<file path="src/rtl/bit4_adder.sv">
// Registered 4-bit ripple-carry adder with carry-in for the calculator datapath.
// Status flags (cout, ovf, zero) are computed only when BIT4ADDER_FLAGS_EN is defined.
module bit4_adder (
    input  logic       clk,
    input  logic       rst,
    input  logic [3:0] num1,
    input  logic [3:0] num2,
    input  logic       cin,
    output logic [3:0] sum,
    output logic       cout,
    output logic       ovf,
    output logic       zero
);

    function automatic logic fa_sum(input logic a, input logic b, input logic c);
        return a ^ b ^ c;
    endfunction

    function automatic logic fa_carry(input logic a, input logic b, input logic c);
        return (a & b) | (a & c) | (b & c);
    endfunction

    logic [3:0] carry_s;
    logic [3:0] sum_d;
    logic       cout_d;
    logic       ovf_d;
    logic       zero_d;
    logic [3:0] sum_q;
    logic       cout_q;
    logic       ovf_q;
    logic       zero_q;

    // Ripple-carry chain; carry_s[i] is the carry into bit i.
    always_comb begin
        carry_s    = 4'b0000;
        carry_s[0] = cin;
        for (int i = 0; i < 3; i++) begin
            carry_s[i+1] = fa_carry(num1[i], num2[i], carry_s[i]);
        end
        for (int i = 0; i < 4; i++) begin
            sum_d[i] = fa_sum(num1[i], num2[i], carry_s[i]);
        end
`ifdef BIT4ADDER_FLAGS_EN
        cout_d = fa_carry(num1[3], num2[3], carry_s[3]);
        ovf_d  = carry_s[3] ^ cout_d;
        zero_d = (sum_d == 4'h0);
`else
        cout_d = 1'b0;
        ovf_d  = 1'b0;
        zero_d = 1'b0;
`endif
    end

    // Output registers; reset forces every flag low, including zero.
    always_ff @(posedge clk) begin
        if (rst) begin
            sum_q  <= 4'h0;
            cout_q <= 1'b0;
            ovf_q  <= 1'b0;
            zero_q <= 1'b0;
        end else begin
            sum_q  <= sum_d;
            cout_q <= cout_d;
            ovf_q  <= ovf_d;
            zero_q <= zero_d;
        end
    end

    assign sum  = sum_q;
    assign cout = cout_q;
    assign ovf  = ovf_q;
    assign zero = zero_q;

endmodule

</file>
<file path="config.mk">
export PLATFORM = sky130hd
export DESIGN_NAME = bit4_adder
export DESIGN_NICKNAME = d
export VERILOG_FILES = /design/src/rtl/bit4_adder.sv
export SDC_FILE = /design/constraint.sdc
export NUM_CORES = 1
export LEC_CHECK = 0
export ABC_AREA = 1
export BUFFER_PORTS_ARGS = -buffer_cell sky130_fd_sc_hd__buf_2
export CORE_AREA = 2 2 39 41
export CTS_CLUSTER_DIAMETER = 30
export DETAILED_ROUTE_END_ITERATION = 16
export DIE_AREA = 0 0 41 43
export PLACE_DENSITY = 0.48
export SLEW_MARGIN = 5
export SYNTH_ARGS = -nofsm -noshare
export SYNTH_HDL_FRONTEND = slang
export SYNTH_SLANG_ARGS = --single-unit
</file>
<file path="constraint.sdc">
create_clock -name clk -period 2.1 [get_ports clk]
set_clock_uncertainty 0.1 [all_clocks]
set_input_delay 0.42 -clock clk [delete_from_list [all_inputs] [get_ports clk]]
set_output_delay 0.42 -clock clk [all_outputs]
set_load 0.01 [all_outputs]
</file>
==> summary.txt <==
Final TNS setup - 0 ns
Detailed Routing Iterations Pass 1 - 2
RD Place Congestion - 0.515
Area Overhead vs Synth - 40.0%
Root Driver - clkbuf_4
Post-CTS Repair Setup Buffers - 0
die area - 0.00176 sq mm
Gate power share - 0.225
worst ir drop on vdd - 0.0000817 V
Worst Path Required - 2.12 ns
Max-cap violations - 0
global-route wire length before repair - 572 um
CP max-delay cell - fa_1
Die Y - 43 um
crit path time final - 1.85 ns
Boundary Pins - 18
Cells after DPL - 58
initial antenna violation count - 0
pin count of the biggest net entering global routing - 5
Post-route DRC - 0
distinct cell type count after synthesis - 10
Synth area leaders - dfxtp_1, fa_1, inv_1, buf_4, nor2_1
Synth Instances - 29
P_leak - 0.207 nW
final wirelength - 388 um
layout cells sized above 1 - 0.422
WP buf/inv - 4
design area - 342 sq um
Final nets - 61
clk slew on worst S/H paths - 0.03 ns
via/cell ratio - 3.48
vias in the first global route - 194
Hold Crit Start - rst
row cnt - 14
Synthesis Warnings - 0
1st-iter DRT viols - 1
Non-Filler Instances - 61
Worst EP arrival - 1.86 ns
crit path cell chain - buf_2, inv_1, fa_1, inv_1, fa_1, fa_1, inv_1, nand2_2, a21oi_1, nor2_1
sequential share of power - 0.376
max FFs per register - 4
switching share of power - 0.251
sequential fraction of the synthesis area - 0.328
n_diodes - 0
Crit path largest cell delay - 0.38 ns
core area - 0.00138 sq mm
Worst setup SP type - input port
placed cell area - 319 sq um
WHS Path Cells - 2
Clock power frac - 0.398
Synth top area share - 0.328
RSZ-0062 raised after global routing - no
Clock Sinks - 4
HPWL after DPL - 362 um
CTS H-tree lvls - 1
Hold Path Class - input port to flip-flop
chip width - 41 um
buffers added on ports - 14
critical path's top delay family - adder cells
worst-case clock buffer depth - 2
CTS tree - done
starting density of the core - 0.176
CTS Buf Count - 3
WL per Instance - 6.36 um
Tcrit/Tclk final - 0.879
commonest non-fill, non-tap cell in the layout - buf_2
Internal - 0.172 mW
global-route usage over all layers - 0.0512
Hold Buf Count CTS - 0
FF+latch count, synth - 4
Antenna Violating Nets Remaining - 0
Max Fclk - 542 MHz
detailed-route via count - 212
hold path endpoint - sum[0]
cts repair resizes - 0
grt total ovfl - 0
post-synthesis cell area - 244 sq um
Worst setup EP type - flip-flop
Setup Crit Path Kind - input port to flip-flop
max-slew violation count - 0
syn_area_per_cell - 8.41 sq um
final setup vio count - 0
Hold Fails Final Rpt - 0
Overall Power - 0.229 mW
status - finished, final reports clean
fill cell count - 165
top cell type by total area after synthesis - dfxtp_1
Power Dens Cells - 672 mW/mm^2
hold_ws - 0.293 ns
CP max FO - 2
Psw - 0.0575 mW
most frequent cells in the layout - buf_2, inv_1, nor2_1, dfxtp_1
logic make-up (layout without fill, tap and decap cells):
family                   count (synthesis)  after routing  share of synthesized area
buffers and inverters                   12             26                      0.231
flip-flops                               4              4                      0.328
adder cells (fa/ha/maj)                  3              3                      0.246
AO/OA/AOI/OAI                            1              1                     0.0205
AND/OR/NAND/NOR                          8              8                      0.159
other                                    1              3                     0.0154
layer usage:
layer / vias to the layer above / track usage / routed length, um
met2: 12 / 0.0938 / 217
met1: 94 / 0.0288 / 129
met5: - / 0 / 0
met4: 0 / 0.0800 / 0
li1: 106 / - / -
met3: 0 / 0 / 41
synthesized netlist by cell type (all sizes together):
| master | instances |
|---|---|
| nor2 | 4 |
| inv | 9 |
| conb | 1 |
| dfxtp | 4 |
| nand3 | 1 |
| buf | 3 |
| fa | 3 |
| nand2 | 3 |
| a21oi | 1 |
through the flow:
stage | util | worst slack, ns
after floorplan | - | 0.176
after global placement | 0.231 | 0.0176
after detailed placement | 0.231 | 0.00529
after CTS | 0.247 | 0.247
after global routing | 0.247 | 0.133
final | 0.247 | 0.255
cell type report:
class | instances | area (sq um) | area share
clock buffers | 3 | 22.5 | 0.0659
well taps | 16 | 20.0 | 0.0586
multi-input cells | 15 | 115 | 0.337
flip-flops and latches | 4 | 80.1 | 0.234
inverters | 9 | 33.8 | 0.0989
repair buffers | 14 | 70.1 | 0.205
power by group through the flow:
stage / logic [mW] / clock network [mW] / registers (mW)
finish: 0.0517 / 0.0913 / 0.0864
global route: 0.0602 / 0.100 / 0.0883
CTS: 0.0531 / 0.0970 / 0.0865
detailed placement: 0.0526 / 0 / 0.0876
global placement: 0.0527 / 0 / 0.0877
floorplan: 0.0288 / 0 / 0.0929
worst max-delay path by stage:
stage,depth (start not counted),startpoint,end
after global placement,10,num1[0],sum[3]
final,10,num1[0],sum[3]
after detailed placement,10,num1[0],sum[3]
after global routing,10,num2[0],sum[3]
after CTS,10,num1[0],sum[3]
after floorplan,9,num1[0],sum[3]
Note: power is estimated with default switching activity, not from simulation.
